[src/rtl/operand_loader.sv]
// operand_loader: debounces the next/clear push-buttons and steps operand a,
// operand b and func entry from one switch bank into registered ALU inputs.
module operand_loader #(
    parameter int width     = 6,
    parameter int DB_CYCLES = 50000,
    parameter int CNT_W     = $clog2(DB_CYCLES)
) (
    input  logic             clk,
    input  logic             rst_n,
    input  logic [width-1:0] sw,
    input  logic [2:0]       func_sw,
    input  logic             key_next_n,
    input  logic             key_clr_n,
    output logic [width-1:0] a,
    output logic [width-1:0] b,
    output logic [2:0]       func,
    output logic             valid,
    output logic [1:0]       stage
);

    typedef enum logic [1:0] {
        ENTER_A = 2'd0,
        ENTER_B = 2'd1,
        ENTER_F = 2'd2,
        SHOW    = 2'd3
    } stage_e;

    localparam logic [CNT_W-1:0] CNT_MAX  = CNT_W'(DB_CYCLES - 1);
    localparam logic [CNT_W-1:0] CNT_ONE  = CNT_W'(1);
    localparam logic [CNT_W-1:0] CNT_ZERO = {CNT_W{1'b0}};

    // Bit 0 tracks the next key, bit 1 the clear key; all levels are active-low.
    logic [1:0]            raw_s;
    logic [1:0]            sync1_q;
    logic [1:0]            sync2_q;
    logic [1:0]            db_q;
    logic [1:0]            db_d;
    logic [1:0]            db_dly_q;
    logic [1:0]            press_s;
    logic [1:0][CNT_W-1:0] cnt_q;
    logic [1:0][CNT_W-1:0] cnt_d;

    stage_e                state_q;
    logic [width-1:0]      a_q;
    logic [width-1:0]      b_q;
    logic [2:0]            func_q;
    logic                  valid_q;

    assign raw_s   = {key_clr_n, key_next_n};
    assign press_s = db_dly_q & ~db_q;

    // Debounce next-state: count disagreeing cycles, accept after DB_CYCLES of them.
    always_comb begin
        db_d  = db_q;
        cnt_d = cnt_q;
        for (int k = 0; k < 2; k++) begin
            if (sync2_q[k] == db_q[k]) begin
                cnt_d[k] = CNT_ZERO;
            end else if (cnt_q[k] == CNT_MAX) begin
                db_d[k]  = sync2_q[k];
                cnt_d[k] = CNT_ZERO;
            end else begin
                cnt_d[k] = cnt_q[k] + CNT_ONE;
            end
        end
    end

    // Key synchronizers, debounced levels and their one-cycle-delayed copies.
    always_ff @(posedge clk or negedge rst_n) begin
        if (!rst_n) begin
            sync1_q  <= 2'b11;
            sync2_q  <= 2'b11;
            db_q     <= 2'b11;
            db_dly_q <= 2'b11;
            cnt_q    <= {2{CNT_ZERO}};
        end else begin
            sync1_q  <= raw_s;
            sync2_q  <= sync1_q;
            db_q     <= db_d;
            db_dly_q <= db_q;
            cnt_q    <= cnt_d;
        end
    end

    // Entry FSM; a clear press overrides a next press arriving in the same cycle.
    always_ff @(posedge clk or negedge rst_n) begin
        if (!rst_n) begin
            state_q <= ENTER_A;
            a_q     <= {width{1'b0}};
            b_q     <= {width{1'b0}};
            func_q  <= 3'd0;
            valid_q <= 1'b0;
        end else if (press_s[1]) begin
            state_q <= ENTER_A;
            a_q     <= {width{1'b0}};
            b_q     <= {width{1'b0}};
            func_q  <= 3'd0;
            valid_q <= 1'b0;
        end else if (press_s[0]) begin
            case (state_q)
                ENTER_A: begin
                    a_q     <= sw;
                    state_q <= ENTER_B;
                end
                ENTER_B: begin
                    b_q     <= sw;
                    state_q <= ENTER_F;
                end
                ENTER_F: begin
                    func_q  <= func_sw;
                    valid_q <= 1'b1;
                    state_q <= SHOW;
                end
                SHOW: begin
                    valid_q <= 1'b0;
                    state_q <= ENTER_A;
                end
                default: begin
                    valid_q <= 1'b0;
                    state_q <= ENTER_A;
                end
            endcase
        end
    end

    assign a     = a_q;
    assign b     = b_q;
    assign func  = func_q;
    assign valid = valid_q;
    assign stage = state_q;

endmodule

[config.mk]
export PLATFORM = sky130hd
export DESIGN_NAME = operand_loader
export DESIGN_NICKNAME = d
export VERILOG_FILES = /design/src/rtl/operand_loader.sv
export SDC_FILE = /design/constraint.sdc
export NUM_CORES = 1
export LEC_CHECK = 0
export ABC_AREA = 1
export CORE_ASPECT_RATIO = 1.75
export CORE_UTILIZATION = 53
export CTS_BUF_LIST = sky130_fd_sc_hd__clkbuf_8
export DETAILED_ROUTE_END_ITERATION = 16
export PLACE_DENSITY = 0.78
export SLEW_MARGIN = 20
export SYNTH_ARGS = -nofsm -noshare
export SYNTH_HDL_FRONTEND = slang
export SYNTH_SLANG_ARGS = --single-unit
[constraint.sdc]
create_clock -name clk -period 1.23 [get_ports clk]
set_input_delay 0.246 -clock clk [delete_from_list [all_inputs] [get_ports clk]]
set_output_delay 0.246 -clock clk [all_outputs]
set_load 0.02 [all_outputs]
==> results by group <==
Critical path
  • Crit Path Class: flop to flop
  • Data arrival at the endpoint of the critical path: 1630 ps
  • Startpoint of the worst register-to-register path: cnt_q[4]
  • Register-to-register path setup slack: -190 ps
  • Critical Path Fanout Max: 6
  • Endpoint type of the worst setup path: flop
  • RR Endpoint: cnt_q[4]
  • Number of cells on the worst reg-to-reg path: 6
  • CP startpoint kind: flop
  • WP data required: 1440 ps

Clock network
  • CTS tree: yes
  • Longest Clk Path Bufs: 2
  • H-tree level count: 3
  • Library cell used as clock root buffer: sky130_fd_sc_hd__clkbuf_8
  • CTS sink cnt: 58
  • CTS buffer count: 9
  • Clk_lat worst skew: 350 ps
  • CTS clock-pin slew for the worst setup and hold paths: 70 ps

Die
  • Core region area: 5255 um^2
  • Effective utilization at floorplan: 54.93%
  • Top-Level Pins: 31
  • Vertical extent of the die: 99.63 um
  • Floorplan row count: 35
  • Width of the die: 57.79 um
  • Area enclosed by the die boundary: 5757 um^2

Power and ir drop
  • Net switching share of the total power: 24.13%
  • P per Cell Area: 911.0 nW/um^2
  • P_leak: 0.002123 uW
  • Part of the power in registers: 49.2%
  • Part of the total power dissipated in combinational logic: 5.8%
  • Net switching power figure: 960.4 uW
  • Worst ir drop on vdd: 1.208 mV
  • Design internal power: 3020 uW
  • Clock network fraction of design power: 44.9%

Synth
  • Ys flop type: sky130_fd_sc_hd__dfrtp_1
  • Combinational family with the most area after synthesis: simple AND/OR/NAND/NOR gates
  • Area fraction in compound gates after synthesis: 4.638%
  • Average size of a mapped cell: 8.018 um^2
  • Count of unique library cells instantiated by Yosys: 30
  • EDFF count, synth: 0
  • Gate count after technology mapping: 360
  • Post-synthesis xor/xnor area fraction: 3.554%
  • Post-synthesis simple-gate area fraction: 32.42%
  • Netlist area before placement: 2887 um^2
  • Multiplexer fraction of the synthesized cell area: 0%
  • Net count after synthesis: 379
  • Post-synthesis adder-cell area fraction: 2.601%
  • Register area share after synthesis: 50.63%
  • Register bit total from synthesis: 58
  • Number of warnings reported in the yosys synthesis log: 0
  • Async SR Flop Fraction: 100.0%

Cells and area
  • Filler instances: 302
  • Total area of sequential cells: 1468 um^2
  • Number of nets in the final layout: 485
  • Antenna cell count: 0
  • Share of layout cells above drive strength 1: 45.01%
  • Area occupied by multi-input gates: 1682 um^2
  • Area growth, synth to finish: 51.37%
  • Non-filler cells, final: 526

Timing
  • Pin slew with the least headroom to its limit: 405.0 ps
  • Final worst-path setup slack: -193.2 ps
  • Setup repair after global routing missed its margin: true
  • F_max: 702.7 MHz
  • Max transition margin: 72.71%
  • Final count of hold timing violations: 0
  • Post-layout min period: 1423 ps
  • Final number of max-transition violations: 0
  • Worst clock skew: 14.07 ps
  • Hold_ws: 301.0 ps
  • Share of the clock period used by the worst path: 115.7%
  • Finish-stage setup viols: 46

Routing
  • Iter 0 DRT Violations: 215
  • # DRC: 2
  • Number of vias per cell: 5.587
  • Avg WL per Cell: 17.66 um
  • Total wire length after detailed routing: 9288 um
  • Count of nets left with antenna violations after detail routing: 0
  • Pre-antenna DRT Iters: 10
  • Via count: 2939

Global route
  • Largest net degree at the start of global routing: 59
  • GRT Total Usage: 28.44%
  • Initial antenna violation count: 0
  • Via count of the first global-routing pass: 2814
  • Total overflow reported by the global router: 0
  • Global-route wire length before repair: 12140 um

Place
  • Routability cong.: 0.8866
  • Count of port buffers added during placement: 30
  • Placed insts: 488
  • Half-perimeter wire length after placement: 4973 um

Run
  • MaxCap Viol Count: 0

Hold path
  • End of the worst hold path: sync1_q[0]
  • Startpoint of the lowest-slack hold path: key_next_n
  • Type of the tightest min-delay check: input pin to flop
  • Cells on Worst Hold Path: 1

Run status
  • Outcome: finished, violations left
  • Violated checks: design-rule violations, negative setup slack
how the worst max path moves through the flow:
stage	slack (ps)	startpoint	depth (start not counted)	endpoint
2_1_floorplan	-4	cnt_q[0]	6	cnt_q[8]
3_3_place_gp	-150	db_dly_q[0]	6	b[5]
3_5_place_dp	-140	db_dly_q[0]	6	b[1]
4_1_cts	-80	cnt_q[1]	6	cnt_q[6]
5_1_grt	-230	cnt_q[4]	6	cnt_q[4]
6_report	-190	cnt_q[4]	6	cnt_q[4]
metrics by stage:
step | setup slack, ps | util, % | TNS, ps | total power [uW] | cell area (um^2)
6_report | -193.2 | 83.14 | -3354 | 3981 | 4369
3_3_place_gp | -149.6 | 68.67 | -2196 | 2165 | 3608
5_1_grt | -231.7 | 83.14 | -6624 | 4067 | 4369
2_1_floorplan | -4.073 | - | -4.073 | 2045 | 2907
4_1_cts | -77.62 | 75.45 | -997.5 | 3943 | 3965
3_5_place_dp | -144.8 | 68.67 | -3589 | 2170 | 3608
power groups by stage:
stage / Sequential, uW / Combinational (uW) / Clock, uW
after detailed placement: 1990 / 184 / 0
final: 1960 / 232 / 1790
after floorplan: 1990 / 58.8 / 0
after CTS: 1960 / 208 / 1780
after global routing: 1960 / 255 / 1850
after global placement: 1980 / 180 / 0
cells in the final DEF (no fill, tap or decap), types with 4 or more instances in the layout:
cell type                         count
sky130_fd_sc_hd__clkbuf_8            10
sky130_fd_sc_hd__dfrtp_1             45
sky130_fd_sc_hd__buf_6               13
sky130_fd_sc_hd__xor2_1               5
sky130_fd_sc_hd__inv_1               37
sky130_fd_sc_hd__buf_2               18
sky130_fd_sc_hd__nand2_1             66
sky130_fd_sc_hd__o21bai_1             4
sky130_fd_sc_hd__dfstp_2              8
sky130_fd_sc_hd__nand2_4              7
sky130_fd_sc_hd__inv_2                6
sky130_fd_sc_hd__nor2_1              46
sky130_fd_sc_hd__o21ai_1              5
sky130_fd_sc_hd__clkdlybuf4s50_1     11
sky130_fd_sc_hd__nand3_1             18
sky130_fd_sc_hd__nor2_4              11
sky130_fd_sc_hd__nand3_2             20
sky130_fd_sc_hd__nand4_1              5
sky130_fd_sc_hd__nor2_2              19
sky130_fd_sc_hd__dfrtp_2              5
sky130_fd_sc_hd__buf_4               52
sky130_fd_sc_hd__nand2_2             12
routing by layer:
metal,global-route usage [%],up-vias,share of wire [%]
li1,-,1357,-
met1,28.17,1418,35
met4,20.88,0,6.5
met2,50.00,116,54
met5,0,-,0
met3,6.762,48,4.4
repair_timing:
action,in CTS,in global routing
hold buffers,1,0
pin swaps,22,29
gates resized for setup,113,99
setup endpoints to repair,64,52
gates cloned,0,1
hold endpoints to repair,50,0
buffers inserted,10,11
registers in the layout, indices dropped and copies added, names as in the netlist, 2 cells and up:
signal	cells
sync2_q	2
b	6
db_dly_q	2
stage	2
sync1_q	2
db_q	2
cnt_q	32
func	3
a	6
logic make-up (layout without fill, tap and decap cells):
| family | Yosys count | after routing |
|---|---|---|
| and+or+nand+nor | 217 | 217 |
| DFF | 58 | 58 |
| buffers and inverters | 46 | 157 |
| AOI/OAI and AO/OA | 23 | 23 |
| xor gates and xnor gates | 10 | 10 |
| adders and majority gates | 6 | 6 |
synthesized netlist by cell type (3+ instances only):
cell	count	area, um^2
sky130_fd_sc_hd__o21ai_0	7	35.03
sky130_fd_sc_hd__dfstp_2	8	210.2
sky130_fd_sc_hd__inv_1	41	153.9
sky130_fd_sc_hd__o21bai_1	4	30.03
sky130_fd_sc_hd__nand4_1	5	31.28
sky130_fd_sc_hd__inv_2	3	11.26
sky130_fd_sc_hd__a31oi_1	3	18.77
sky130_fd_sc_hd__nor2_1	75	281.5
sky130_fd_sc_hd__ha_1	6	75.07
sky130_fd_sc_hd__xor2_1	5	43.79
sky130_fd_sc_hd__nand2_2	4	25.02
sky130_fd_sc_hd__a21oi_1	6	30.03
sky130_fd_sc_hd__xnor2_1	3	26.28
sky130_fd_sc_hd__dfrtp_1	50	1251
sky130_fd_sc_hd__nand3_1	41	205.2
sky130_fd_sc_hd__nand2_1	83	311.6
area by class of cell:
| cell class | instances | share of cell area [%] |
|---|---|---|
| multi-input combinational | 256 | 38.49 |
| timing repair buffer | 96 | 17.55 |
| inverter | 44 | 4.066 |
| timing repair inverter | 1 | 0.2005 |
| tap | 55 | 1.575 |
| sequential | 58 | 33.59 |
| clock buffer | 10 | 3.150 |
| clock inverter | 6 | 1.375 |
worst max-delay path, stage by stage (launching register included):
cell                      delay (ps)
sky130_fd_sc_hd__dfrtp_1         430
sky130_fd_sc_hd__nor2_1          210
sky130_fd_sc_hd__nand3_1         180
sky130_fd_sc_hd__nor2_4          170
sky130_fd_sc_hd__nand2_4         110
sky130_fd_sc_hd__nand2_4         120
sky130_fd_sc_hd__nor2_1           70
(Power assumes the default switching activity.)
